==> config.mk <==
export PLATFORM = sky130hd
export DESIGN_NAME = spi_regfile_peripheral
export DESIGN_NICKNAME = d
export VERILOG_FILES = /design/src/rtl/spi_regfile_pkg.sv /design/src/rtl/spi_sync_edge.sv /design/src/rtl/spi_regfile_peripheral.sv
export SDC_FILE = /design/constraint.sdc
export NUM_CORES = 1
export LEC_CHECK = 0
export ABC_AREA = 1
export CAP_MARGIN = 20
export CORE_UTILIZATION = 50
export CTS_CLUSTER_DIAMETER = 100
export CTS_CLUSTER_SIZE = 28
export DETAILED_ROUTE_END_ITERATION = 8
export PLACE_DENSITY = 0.77
export SETUP_SLACK_MARGIN = 0.3
export SKIP_LAST_GASP = 1
export SLEW_MARGIN = 5
export SYNTH_ARGS = -nofsm -noshare
export SYNTH_HDL_FRONTEND = slang
export SYNTH_SLANG_ARGS = --single-unit
==> constraint.sdc <==
create_clock -name clk -period 2 [get_ports clk]
set_clock_uncertainty 0.2 [all_clocks]
set_input_delay 0.2 -clock clk [delete_from_list [all_inputs] [get_ports clk]]
set_output_delay 0.2 -clock clk [all_outputs]
set_load 0.01 [all_outputs]
==> src/rtl/spi_regfile_pkg.sv <==
// Shared definitions for the SPI register-file peripheral: FSM encoding,
// R/W flag values, frame-width helper and the output-enable mux register map.
package spi_regfile_pkg;

    typedef enum logic [1:0] {
        ST_IDLE = 2'd0,
        ST_HDR  = 2'd1,
        ST_DATA = 2'd2,
        ST_DONE = 2'd3
    } state_t;

    localparam logic RW_WRITE = 1'b1;
    localparam logic RW_READ  = 1'b0;

    // Registers 0..3 drive PWM duty, the last one selects output enables.
    localparam int unsigned ADDR_OE_MUX  = 4;
    localparam int unsigned REG_MAP_SIZE = ADDR_OE_MUX + 1;

    function automatic int unsigned frame_w(input int unsigned addr_w, input int unsigned data_w);
        return 1 + addr_w + data_w;
    endfunction

endpackage

==> src/rtl/spi_sync_edge.sv <==
// Two-flop synchroniser for an asynchronous pin plus rise/fall detection
// on the synchronised level; reset level is a parameter so idle-high pins work.
module spi_sync_edge #(
    parameter logic RST_VAL = 1'b0
) (
    input  logic clk,
    input  logic rst_n,
    input  logic i_async,
    output logic o_level,
    output logic o_rise,
    output logic o_fall
);

    logic r_meta;
    logic r_sync;
    logic r_prev;

    // NOTE: non-blocking assignments make the three flops a true pipeline;
    // blocking ones would collapse it into a single stage.
    always_ff @(posedge clk or negedge rst_n) begin
        if (!rst_n) begin
            r_meta <= RST_VAL;
            r_sync <= RST_VAL;
            r_prev <= RST_VAL;
        end else begin
            r_meta <= i_async;
            r_sync <= r_meta;
            r_prev <= r_sync;
        end
    end

    assign o_level = r_sync;
    assign o_rise  = r_sync & ~r_prev;
    assign o_fall  = ~r_sync & r_prev;

endmodule

==> src/rtl/spi_regfile_peripheral.sv <==
// SPI mode-0 peripheral with NUM_REGS x DATA_W read/write control registers,
// per-register write strobes and short/long frame error reporting.
module spi_regfile_peripheral
    import spi_regfile_pkg::*;
#(
    parameter int unsigned       NUM_REGS  = REG_MAP_SIZE,
    parameter int unsigned       ADDR_W    = 7,
    parameter int unsigned       DATA_W    = 8,
    parameter logic [DATA_W-1:0] RESET_VAL = '0
) (
    input  logic                         clk,
    input  logic                         rst_n,
    input  logic                         SCLK,
    input  logic                         nCS,
    input  logic                         COPI,
    output logic                         CIPO,
    output logic                         cipo_oe,
    output logic [NUM_REGS*DATA_W-1:0]   regs_out,
    output logic [NUM_REGS-1:0]          wr_stb,
    output logic                         frame_err
);

    localparam int unsigned FRAME_W = frame_w(ADDR_W, DATA_W);
    localparam int unsigned CNT_W   = $clog2(FRAME_W);
    localparam int unsigned IDX_W   = (NUM_REGS > 1) ? $clog2(NUM_REGS) : 1;
    localparam logic [ADDR_W:0] NUM_REGS_A = (ADDR_W + 1)'(NUM_REGS);

    logic w_sclk_level, w_sclk_rise, w_sclk_fall;
    logic w_ncs_level, w_ncs_rise, w_ncs_fall;
    logic w_copi, w_copi_rise, w_copi_fall;
    logic w_unused;

    spi_sync_edge #(.RST_VAL(1'b0)) u_sync_sclk (
        .clk(clk), .rst_n(rst_n), .i_async(SCLK),
        .o_level(w_sclk_level), .o_rise(w_sclk_rise), .o_fall(w_sclk_fall)
    );
    spi_sync_edge #(.RST_VAL(1'b1)) u_sync_ncs (
        .clk(clk), .rst_n(rst_n), .i_async(nCS),
        .o_level(w_ncs_level), .o_rise(w_ncs_rise), .o_fall(w_ncs_fall)
    );
    spi_sync_edge #(.RST_VAL(1'b0)) u_sync_copi (
        .clk(clk), .rst_n(rst_n), .i_async(COPI),
        .o_level(w_copi), .o_rise(w_copi_rise), .o_fall(w_copi_fall)
    );

    assign w_unused = &{1'b0, w_sclk_level, w_ncs_rise, w_copi_rise, w_copi_fall};

    state_t              r_state;
    logic [CNT_W-1:0]    r_bit_cnt;
    logic [ADDR_W-1:0]   r_hdr;
    logic [DATA_W-2:0]   r_data;
    logic [DATA_W-2:0]   r_tx;
    logic                r_rw;
    logic [ADDR_W-1:0]   r_addr;
    logic                r_extra;
    logic                r_cipo;
    logic                r_frame_err;
    logic [NUM_REGS-1:0] r_wr_stb;
    logic [DATA_W-1:0]   r_regs [NUM_REGS];

    logic [ADDR_W:0]   w_hdr_next;
    logic [DATA_W-1:0] w_data_next;
    logic              w_rd_in_range, w_wr_in_range;
    logic [IDX_W-1:0]  w_rd_idx, w_wr_idx;
    logic [DATA_W-1:0] w_rd_val;

    assign w_hdr_next    = {r_hdr, w_copi};
    assign w_data_next   = {r_data, w_copi};
    assign w_rd_in_range = {1'b0, w_hdr_next[ADDR_W-1:0]} < NUM_REGS_A;
    assign w_rd_idx      = w_hdr_next[IDX_W-1:0];
    assign w_wr_in_range = {1'b0, r_addr} < NUM_REGS_A;
    assign w_wr_idx      = r_addr[IDX_W-1:0];

    // NOTE: default assignment first so every path drives w_rd_val (no latch).
    always_comb begin
        w_rd_val = '0;
        if (w_rd_in_range) w_rd_val = r_regs[w_rd_idx];
    end

    always_ff @(posedge clk or negedge rst_n) begin
        if (!rst_n) begin
            r_state     <= ST_IDLE;
            r_bit_cnt   <= '0;
            r_hdr       <= '0;
            r_data      <= '0;
            r_tx        <= '0;
            r_rw        <= RW_READ;
            r_addr      <= '0;
            r_extra     <= 1'b0;
            r_cipo      <= 1'b0;
            r_frame_err <= 1'b0;
            r_wr_stb    <= '0;
            // NOTE: the register array is a handful of control flops, so it is
            // reset explicitly; a RAM-style array would be left unreset.
            for (int i = 0; i < NUM_REGS; i++) r_regs[i] <= RESET_VAL;
        end else begin
            r_wr_stb    <= '0;
            r_frame_err <= 1'b0;
            if (w_ncs_fall) begin
                r_state   <= ST_HDR;
                r_bit_cnt <= '0;
                r_hdr     <= '0;
                r_data    <= '0;
                r_tx      <= '0;
                r_extra   <= 1'b0;
                r_cipo    <= 1'b0;
            end else if (w_ncs_level && r_state != ST_IDLE) begin
                r_frame_err <= (r_state != ST_DONE) || r_extra;
                r_state     <= ST_IDLE;
                r_cipo      <= 1'b0;
            end else begin
                unique case (r_state)
                    ST_HDR: begin
                        if (w_sclk_rise) begin
                            r_hdr <= w_hdr_next[ADDR_W-1:0];
                            if (r_bit_cnt == CNT_W'(ADDR_W)) begin
                                r_state   <= ST_DATA;
                                r_bit_cnt <= '0;
                                r_rw      <= w_hdr_next[ADDR_W];
                                r_addr    <= w_hdr_next[ADDR_W-1:0];
                                if (w_hdr_next[ADDR_W] == RW_READ) begin
                                    r_cipo <= w_rd_val[DATA_W-1];
                                    r_tx   <= w_rd_val[DATA_W-2:0];
                                end
                            end else begin
                                r_bit_cnt <= r_bit_cnt + CNT_W'(1);
                            end
                        end
                    end
                    ST_DATA: begin
                        if (w_sclk_rise) begin
                            r_data <= w_data_next[DATA_W-2:0];
                            if (r_bit_cnt == CNT_W'(DATA_W - 1)) begin
                                r_state <= ST_DONE;
                                if (r_rw == RW_WRITE && w_wr_in_range) begin
                                    r_regs[w_wr_idx]   <= w_data_next;
                                    r_wr_stb[w_wr_idx] <= 1'b1;
                                end
                            end else begin
                                r_bit_cnt <= r_bit_cnt + CNT_W'(1);
                            end
                        // The fall right after the header's last rise must keep the MSB on CIPO.
                        end else if (w_sclk_fall && r_rw == RW_READ && r_bit_cnt != '0) begin
                            r_cipo <= r_tx[DATA_W-2];
                            r_tx   <= {r_tx[DATA_W-3:0], 1'b0};
                        end
                    end
                    ST_DONE: begin
                        if (w_sclk_rise) r_extra <= 1'b1;
                    end
                    default: ;
                endcase
            end
        end
    end

    for (genvar g = 0; g < NUM_REGS; g++) begin : g_regs_out
        assign regs_out[g*DATA_W +: DATA_W] = r_regs[g];
    end

    assign CIPO      = r_cipo;
    assign cipo_oe   = ~w_ncs_level;
    assign wr_stb    = r_wr_stb;
    assign frame_err = r_frame_err;

endmodule

==> reports/qor.csv, run 1 <==
stage,metric,value,unit
synth,ys_seq_area_share,51.7,%
critical_path,r2r_cells,10,
routing,ant_nets,0,
grt,grt_pass1_wl,19400,microns
clock_tree,clk_latency,370,ps
clock_tree,h-tree-depth,3,
floorplanning,die_h,95.9,microns
placement,port_buffers,52,
routing,drc,0,
critical_path,worstSetupEndpoint,r_state[0],
grt,grt_max_degree,45,
grt,grt_pass1_vias,3965,
floorplanning,initial_core_util,52.6,%
status,status,finished clean,
pwr,p_leak,0.00350,uW
sta,rsz0062_at_grt,true,
placement,dp_slack,0.645,ps
critical_path,cp-end-kind,register,
floorplanning,die_width,95.9,microns
placement,place_area,0.00520,sq mm
floorplanning,rows,33,
clock_tree,ctsRootBufferMaster,clkbuf_8,
synth,yosysTopAreaCellShare,50.0,%
critical_path,crit_type,register to register,
critical_path,timing.rr.end,r_state[0],
grt,overflow,0,
sta,slew_violations,0,
critical_path,path_cells,buf_6 -> nand2_4 -> buf_4 -> buf_4 -> nand2_1 -> nor2_1 -> a21oi_2 -> nand3_2 -> nand2_1 -> o21ai_1,
synth,synth_cell_type_count,30,
critical_path,worstPathMaxFanout,7,
synth,async_flop_share,100,%
critical_path,cp_slowest_cell,dfstp_2,
critical_path,crit_path_start,u_sync_ncs.o_level,
critical_path,r2r_start,u_sync_ncs.o_level,
critical_path,cp_data_required_time,2050,ps
sta,setup_viol,0,
routing,vias,4143,
critical_path,path_depth,10,
pwr,p_per_area,951,mW/mm^2
placement,dp.cells,713,
synth,avgSynthCellArea,7.99,sq um
synth,synth-seq-cells,91,
critical_path,crit_buf_inv,3,
routing,drt-vias-per-instance,5.43,
clock_tree,cts_buffers,9,
finish,nets,664,
floorplanning,boundaryPins,53,
sta,max_freq,515,MHz
critical_path,start_kind,register,
grt,track_usage,28.4,%
synth,yosysTopAreaCell,dfrtp_1,
pwr,ir_drop,493,uV
synth,synthFlopType,dfrtp_1,
synth,synth_nets,563,
grt,antenna_found_initial,0,
sta,period_share,97.2,%
sta,tightestPinTransition,586,ps
critical_path,critical-path-top-delay-family,flip-flops,
critical_path,rrSetupSlack,60,ps
finish,diodes,0,
synth,post-synth-top-count-cell,nand2_1,
sta,finalHoldViolCount,0,
synth,synthTopCellsByCount,"161 x nand2_1, 88 x dfrtp_1, 75 x inv_1",
finish,syn2layout_area_growth,39.2,%
routing,first_pass_iters,7,
synth,yosys_warnings,0,
synth,syn-cell-area,0.00441,sq mm
floorplanning,coreArea,0.00838,sq mm
finish,fin_cells,763,
hold_path,min_path_type,primary input to register,
clock_tree,cts_buffer_depth,2,
critical_path,worstPathArrival,1990,ps
synth,synth_edf_count,0,
clock_tree,clock-sinks,91,
placement,gp_congestion,0.873,
floorplanning,die_area,0.00920,sq mm
flow_run,drv_cap,0,
routing,wl_per_cell,16.5,microns
finish,final_area,0.00614,sq mm
synth,syn_inst,552,
synth,synth_area_leaders,"dfrtp_1 50%, nand2_1 14%, inv_1 6.4%",
clock_tree,path_clk_slew,90,ps
clock_tree,cts_tree,done,
finish,drive_gt1_share,26.1,%
routing,drtIter0Drc,283,
sta,fin_crit,1940,ps
placement,hpwl,7610,microns
sta,setup_ws,56.8,ps
critical_path,critical_path.max_stage_delay,550,ps
routing,routed_wl,12600,microns
sta,relSlewSlack,60.9,%
-- kinds of logic (layout without fill, tap and decap cells) --
logic type / Yosys count / after routing / share of synthesized area (%)
AO/OA/AOI/OAI: 85 / 85 / 10.2
XOR/XNOR: 1 / 1 / 0.199
buffers and inverters: 95 / 198 / 9.00
AND/OR/NAND/NOR: 274 / 277 / 27.1
adder cells (fa/ha/maj): 6 / 6 / 1.70
flip-flops: 91 / 91 / 51.7
-- power breakdown --
part	leakage (uW)	total (uW)	internal [uW]	switching (uW)
sequential	0.00123	2240	2040	201
combinational	0.00216	2170	858	1310
clock	0.000113	1420	739	685
-- cells in the final DEF (no fill, tap or decap), drive strengths merged --
cell,Yosys,routed
a21oi,13,13
buf,11,48
bufinv,0,2
clkbuf,2,10
clkdlybuf4s50,0,19
clkinv,2,3
clkinvlp,0,2
dfrtp,88,88
dfstp,3,3
dlygate4sd2,0,13
dlygate4sd3,0,1
dlymetal6s2s,0,19
ha,6,6
inv,80,81
nand2,167,169
nand3,18,19
nand3b,1,1
nand4,8,8
nor2,75,75
nor3,4,4
o21ai,60,60
o22ai,12,12
or2,1,1
xor2,1,1
-- worst min path at each step --
stage | startpoint | end | slack [ps] | depth (start not counted)
final | nCS | u_sync_ncs.r_meta | 50 | 1
after global routing | nCS | u_sync_ncs.r_meta | 40 | 1
after CTS | nCS | u_sync_ncs.r_meta | 50 | 1
after detailed placement | rst_n | u_sync_copi.o_level | 50 | 1
after global placement | rst_n | u_sync_copi.o_level | 30 | 1
after floorplan | rst_n | CIPO | -300 | 0
-- registers in the layout, summed over array words and instances (netlist names) --
signal and count:
CIPO 1, frame_err 1, r_addr 7, r_bit_cnt 4
r_data 7, r_extra 1, r_hdr 7, r_rw 1
r_state 2, r_tx 7, regs_out 40, u_sync_copi.o_level 1
u_sync_copi.r_meta 1, u_sync_ncs.o_level 1, u_sync_ncs.r_meta 1, u_sync_ncs.r_prev 1
u_sync_sclk.o_level 1, u_sync_sclk.r_meta 1, u_sync_sclk.r_prev 1, wr_stb 5
-- metal layers --
metal / wire length (microns) / share of wire (%) / vias to the layer above / GRT usage [%]
met5: 0 / 0 / - / 0
met4: 433 / 3.4 / 0 / 12.9
met3: 825 / 6.6 / 40 / 4.58
met2: 6150 / 49 / 184 / 46.5
met1: 5160 / 41 / 1991 / 37.2
li1: - / - / 1928 / -
-- metrics by stage --
| stage | hold WS, ps | TNS, ps | power, uW | util (%) |
|---|---|---|---|---|
| 3_3_place_gp | 33.0 | 0 | 3820 | 62.0 |
| 2_1_floorplan | -296 | 0 | 3340 | - |
| 4_1_cts | 45.6 | 0 | 5650 | 70.2 |
| 3_5_place_dp | 46.7 | 0 | 3850 | 62.0 |
| 5_1_grt | 44.9 | -244 | 6140 | 73.2 |
| 6_report | 49.1 | 0 | 5830 | 73.2 |
-- final cells by class --
cell class / instances / area [sq um]
Sequential cell: 91 / 2280
Fill cell: 577 / 2240
Multi-Input combinational cell: 369 / 2150
Timing Repair Buffer: 100 / 1030
Inverter: 82 / 322
Clock buffer: 10 / 138
Tap cell: 105 / 131
Clock inverter: 6 / 86.3
-- repair_timing --
item / CTS / global route
gates cloned: 3 / 1
resized for setup: 72 / 62
setup buffers: 24 / 5
hold buffers: 1 / 0
hold endpoints to repair: 38 / 0
pin swaps: 30 / 18
setup endpoints to repair: 92 / 100
Note: power is estimated with default switching activity, not from simulation.
==> run 2: changes to the inputs <==
--- a/config.mk
+++ b/config.mk
@@ -6,12 +6,12 @@
 export NUM_CORES = 1
 export LEC_CHECK = 0
 export ABC_AREA = 1
-export CAP_MARGIN = 20
-export CORE_UTILIZATION = 50
+export CAP_MARGIN = 5
+export CORE_UTILIZATION = 35
 export CTS_CLUSTER_DIAMETER = 100
 export CTS_CLUSTER_SIZE = 28
 export DETAILED_ROUTE_END_ITERATION = 8
-export PLACE_DENSITY = 0.77
+export PLACE_DENSITY = 0.57
 export SETUP_SLACK_MARGIN = 0.3
 export SKIP_LAST_GASP = 1
 export SLEW_MARGIN = 5
==> run 2 against run 1 <==
Hold slack better by 7.9 ps. Critical path depth unchanged. First-iteration DRC count is 51% lower. Combinational power about the same. Sequential share of layout area shrank 0.82 points. Setup slack improved by 24 ps. Largest cell class unchanged. Highest routed layer unchanged.
==> reports/qor.csv, run 2 (same netlist as run 1, synthesis figures left out) <==
stage,metric,value,unit
hold_path,min_path_type,primary input to register,
pwr,p_sw,2230,uW
sta,period_share,96.0,%
grt,grt_max_degree,49,
critical_path,worstPathMaxFanout,8,
critical_path,cp_slowest_cell,dfrtp_1,
floorplanning,rows,40,
clock_tree,clk_latency,360,ps
placement,dp_slack,-25.0,ps
finish,mostFrequentLayoutCells,"128 x nand2_1, 88 x dfrtp_1, 68 x inv_1, 54 x nor2_1, 33 x buf_4",
critical_path,critical-path-top-delay-family,simple AND/OR/NAND/NOR gates,
sta,setup_ws,80.6,ps
pwr,ir_drop,486,uV
routing,ant_nets,0,
flow_run,drv_cap,0,
critical_path,crit_type,register to register,
pwr,p_leak,0.00338,uW
routing,drt-vias-per-instance,4.78,
grt,track_usage,19.3,%
finish,nFillCells,1143,
finish,nets,662,
grt,grt_pass1_wl,19200,microns
clock_tree,h-tree-depth,3,
sta,finalHoldViolCount,0,
pwr,intPower,3930,uW
critical_path,start_kind,register,
clock_tree,ctsRootBufferMaster,clkbuf_16,
placement,hpwl,8090,microns
floorplanning,die_h,114,microns
sta,tightestPinTransition,379,ps
placement,port_buffers,52,
placement,gp_congestion,0.829,
floorplanning,initial_core_util,36.2,%
routing,vias,3939,
finish,syn2layout_area_growth,42.4,%
pwr,p_clk_share,28.9,%
critical_path,crit_buf_inv,3,
pwr,p_seq_share,35.9,%
status,status,finished clean,
pwr,comb_power_share,35.2,%
critical_path,cp-end-kind,register,
clock_tree,clock-sinks,91,
routing,drtIter0Drc,140,
critical_path,path_cells,buf_4 -> ha_4 -> inv_6 -> nor2_4 -> nand3_4 -> nor2_4 -> nand2_4 -> nand2_2 -> o21ai_2 -> inv_1,
pwr,p_per_area,982,mW/mm^2
sta,fin_crit,1920,ps
critical_path,cp_data_required_time,2100,ps
grt,antenna_found_initial,0,
routing,wl_per_cell,14.8,microns
floorplanning,boundaryPins,53,
clock_tree,cts_buffers,9,
sta,max_freq,521,MHz
sta,slew_violations,0,
floorplanning,die_area,0.0130,sq mm
finish,diodes,0,
routing,drc,0,
finish,layout_commonest_cell,nand2_1,
critical_path,worstPathArrival,2020,ps
routing,routed_wl,12200,microns
critical_path,rrSetupSlack,80,ps
finish,largest_reg_flops,40,
clock_tree,cts_tree,done,
sta,holdWs,57.0,ps
clock_tree,path_clk_slew,70,ps
critical_path,critical_path.max_stage_delay,360,ps
sta,relSlewSlack,74.7,%
floorplanning,die_width,114,microns
pwr,switching_share,36.2,%
sta,setup_viol,0,
critical_path,cpMostUsedCell,nor2_4,
grt,overflow,0,
sta,rsz0062_at_grt,true,
clock_tree,cts_buffer_depth,2,
floorplanning,coreArea,0.0122,sq mm
routing,first_pass_iters,4,
finish,drive_gt1_share,26.5,%
grt,grt_pass1_vias,3864,
## run 2: final cells by class
class / count / area (sq um) / share of cell area [%]
flip-flops and latches: 91 / 2280 / 36.3
clock inverters: 6 / 68.8 / 1.10
clock buffers: 10 / 239 / 3.81
inverters: 82 / 325 / 5.18
multi-input cells: 369 / 2160 / 34.5
well taps: 168 / 210 / 3.35
repair buffers: 98 / 987 / 15.7
## run 2: worst paths after layout
| path | from | to | cells after the start |
|---|---|---|---|
| hold reg to reg | u_sync_sclk.r_meta | u_sync_sclk.o_level | 0 |
| setup reg to reg | r_state[1] | regs_out[12] | 10 |
| max in group asynchronous | rst_n | u_sync_ncs.r_prev | 3 |
| min in group asynchronous | rst_n | regs_out[20] | 2 |
| hold / removal | nCS | u_sync_ncs.r_meta | 1 |
| setup / recovery | r_state[1] | regs_out[12] | 10 |
## run 2: per-stage QoR
step           std cells  util [%]  instance area [sq um]  TNS, ps  power (uW)
3_5_place_dp         778      43.7                   5320     -149        3830
6_report             824      51.6                   6280        0        6160
2_1_floorplan        552         -                   4480        0        3340
3_3_place_gp         778      43.7                   5320        0        3800
4_1_cts              808      48.0                   5840        0        5830
5_1_grt              824      51.6                   6280     -130        6560
## run 2: per-layer routing
| layer | track usage, % | part of all wire, % |
|---|---|---|
| met5 | 0 | 0 |
| met4 | 5.37 | 1.7 |
| met3 | 5.24 | 3.4 |
| met2 | 32.2 | 50 |
| met1 | 24.6 | 45 |
## run 2: timing repair
action | CTS | global route
resized for setup | 47 | 92
setup endpoints to repair | 94 | 95
hold buffers | 1 | 0
hold endpoints to repair | 88 | 0
setup buffers | 12 | 14
pin swaps | 11 | 35
gates cloned | 1 | 2
## run 2: power groups by stage
stage	sequential, uW	combinational [uW]	clock (uW)
after global placement	2240	1560	0
after CTS	2210	1800	1820
final	2210	2170	1780
after detailed placement	2250	1580	0
after global routing	2240	2430	1890
after floorplan	2200	1140	0
==> run 3: changes to the inputs <==
--- a/config.mk
+++ b/config.mk
@@ -7,11 +7,11 @@
 export LEC_CHECK = 0
 export ABC_AREA = 1
 export CAP_MARGIN = 5
-export CORE_UTILIZATION = 35
+export CORE_UTILIZATION = 40
 export CTS_CLUSTER_DIAMETER = 100
 export CTS_CLUSTER_SIZE = 28
 export DETAILED_ROUTE_END_ITERATION = 8
-export PLACE_DENSITY = 0.57
+export PLACE_DENSITY = 0.61
 export SETUP_SLACK_MARGIN = 0.3
 export SKIP_LAST_GASP = 1
 export SLEW_MARGIN = 5
==> constraint.sdc (replaced) <==
create_clock -name clk -period 1.77 [get_ports clk]
set_clock_uncertainty 0.2 [all_clocks]
set_input_delay 0.177 -clock clk [delete_from_list [all_inputs] [get_ports clk]]
set_output_delay 0.177 -clock clk [all_outputs]
set_load 0.01 [all_outputs]
==> run 3 against run 2 <==
The flow now finishes with violations (negative setup slack). Fmax is 2.9% higher. Sequential power is 14% higher. Die area down 12%. Final area rose by 2.7%. Setup slack lost 180 ps. Via count is 2.6% higher. Combinational power grew 24%. Sequential share of layout area decreased by 0.95 points.
==> reports/qor.csv, run 3 (same netlist as run 1, synthesis figures left out) <==
stage,metric,value,unit
status,status,finished with violations,
status,violations,negative setup slack,
routing,routed_wl,12200,microns
floorplanning,die_h,107,microns
routing,drtIter0Drc,128,
sta,fin_crit,1860,ps
finish,diodes,0,
routing,first_pass_iters,4,
flow_run,drv_cap,0,
sta,relSlewSlack,75.2,%
placement,dp_slack,-184,ps
sta,period_share,105,%
placement,port_buffers,52,
pwr,p_seq_share,36.9,%
sta,setup_ws,-94.9,ps
routing,ant_nets,0,
pwr,p_per_area,1050,mW/mm^2
pwr,ir_drop,635,uV
finish,drive_gt1_share,30.0,%
sta,max_freq,536,MHz
critical_path,cp-end-kind,register,
critical_path,r2r_cells,9,
pwr,switching_share,37.4,%
clock_tree,cts_buffer_depth,2,
critical_path,start_kind,register,
grt,grt_pass1_vias,4010,
grt,antenna_found_initial,0,
clock_tree,clk_latency,390,ps
placement,hpwl,8030,microns
floorplanning,boundaryPins,53,
grt,overflow,0,
hold_path,min_path_type,primary input to register,
sta,fin_tns_setup,-2340,ps
routing,wl_per_cell,14.8,microns
finish,final_area,0.00644,sq mm
sta,finalHoldViolCount,0,
hold_path,hp-start,SCLK,
clock_tree,cts_tree,done,
clock_tree,h-tree-depth,3,
sta,slew_violations,0,
grt,grt_max_degree,35,
clock_tree,path_clk_slew,100,ps
critical_path,crit_type,register to register,
hold_path,min_to,u_sync_sclk.r_meta,
finish,syn2layout_area_growth,46.2,%
pwr,comb_power_share,39.5,%
pwr,p_clk_share,23.6,%
sta,tightestPinTransition,371,ps
floorplanning,die_area,0.0114,sq mm
placement,gp_congestion,0.792,
finish,nets,697,
sta,setup_viol,60,
critical_path,worstPathArrival,1940,ps
clock_tree,clock-sinks,91,
clock_tree,ctsRootBufferMaster,clkbuf_8,
floorplanning,initial_core_util,41.9,%
routing,drt-vias-per-instance,4.89,
routing,drc,0,
grt,grt_pass1_wl,19800,microns
floorplanning,die_width,107,microns
critical_path,rrSetupSlack,-90,ps
critical_path,cp_data_required_time,1850,ps
clock_tree,cts_buffers,9,
hold_path,timing.hold.worst_path_depth,1,
critical_path,r2r_start,r_state[1],
floorplanning,coreArea,0.0105,sq mm
finish,layout_commonest_cell,nand2_1,
finish,mostFrequentLayoutCells,"144 x nand2_1, 88 x dfrtp_1, 68 x inv_1, 61 x buf_4, 51 x nor2_1",
pwr,p_leak,0.00331,uW
floorplanning,rows,37,
placement,place_area,0.00560,sq mm
finish,largest_reg_flops,40,
sta,rsz0062_at_grt,true,
pwr,p_sw,2530,uW
pwr,intPower,4250,uW
critical_path,worstPathMaxFanout,8,
critical_path,timing.rr.end,regs_out[29],
grt,track_usage,22.7,%
sta,holdWs,26.0,ps
routing,vias,4043,
[run 3: cell types whose count changed in the layout (fill, tap and decap cells not counted), sizes merged, moves of 2 or more]
| cell | before | now |
|---|---|---|
| dlymetal6s2s | 14 | 0 |
| clkdlybuf4s50 | 22 | 3 |
| buf | 46 | 81 |
| inv | 83 | 80 |
| clkdlybuf4s15 | 0 | 32 |
| clkinvlp | 1 | 3 |
[run 3: power by group through the flow]
stage | logic (uW) | registers [uW] | clock network (uW)
after floorplan | 1350 | 2490 | 0
after global placement | 2120 | 2510 | 0
after detailed placement | 2140 | 2530 | 0
after CTS | 2410 | 2490 | 1640
after global routing | 2940 | 2530 | 1720
final | 2680 | 2510 | 1600
[run 3: timing repair]
item                                   CTS  global route
hold buffers                             2             0
pin swaps                               15            11
buffers inserted                        21             6
endpoints found under the hold margin   92             0
setup endpoints to repair              130           109
gates cloned                             3             0
gates resized for setup                120            69
[run 3: stage by stage]
step | util, % | cells | total power (uW)
floorplan | - | 552 | 3840
global placement | 53.3 | 779 | 4640
detailed placement | 53.3 | 779 | 4670
CTS | 59.0 | 821 | 6540
global route | 61.3 | 827 | 7190
finish | 61.3 | 827 | 6780
[run 3: worst max-delay path by stage]
stage | startpoint | endpoint | slack (ps) | depth (start not counted)
CTS | r_state[0] | regs_out[5] | -90 | 10
global placement | u_sync_ncs.o_level | r_tx[2] | -130 | 9
finish | r_state[1] | regs_out[29] | -90 | 9
detailed placement | r_state[1] | regs_out[28] | -180 | 11
global route | r_state[1] | regs_out[13] | -200 | 12
floorplan | r_state[0] | regs_out[10] | -20 | 10
[run 3: metal layers]
layer	share of wire [%]	vias to the layer above	GRT usage [%]	wire, microns
met3	4.9	19	5.53	596
met4	1.7	0	6.75	205
met1	44	1929	30.0	5360
met5	0	-	0	0
li1	-	2000	-	-
met2	49	95	36.9	6040
[run 3: worst max-delay path: stages (launching register included)]
cell and delay, ps:
dfrtp_1 390, buf_4 130, ha_4 140, inv_2 60
nor2_4 160, nand3_4 140, nor2_4 230, nand2_8 120
o21ai_1 140, inv_1 50
[run 3: layout make-up]
class | count | area [sq um]
repair buffers | 133 | 1250
inverters | 82 | 323
fillers | 911 | 4070
clock buffers | 9 | 124
clock inverters | 7 | 100
multi-input cells | 369 | 2190
flip-flops and latches | 91 | 2280
well taps | 136 | 170
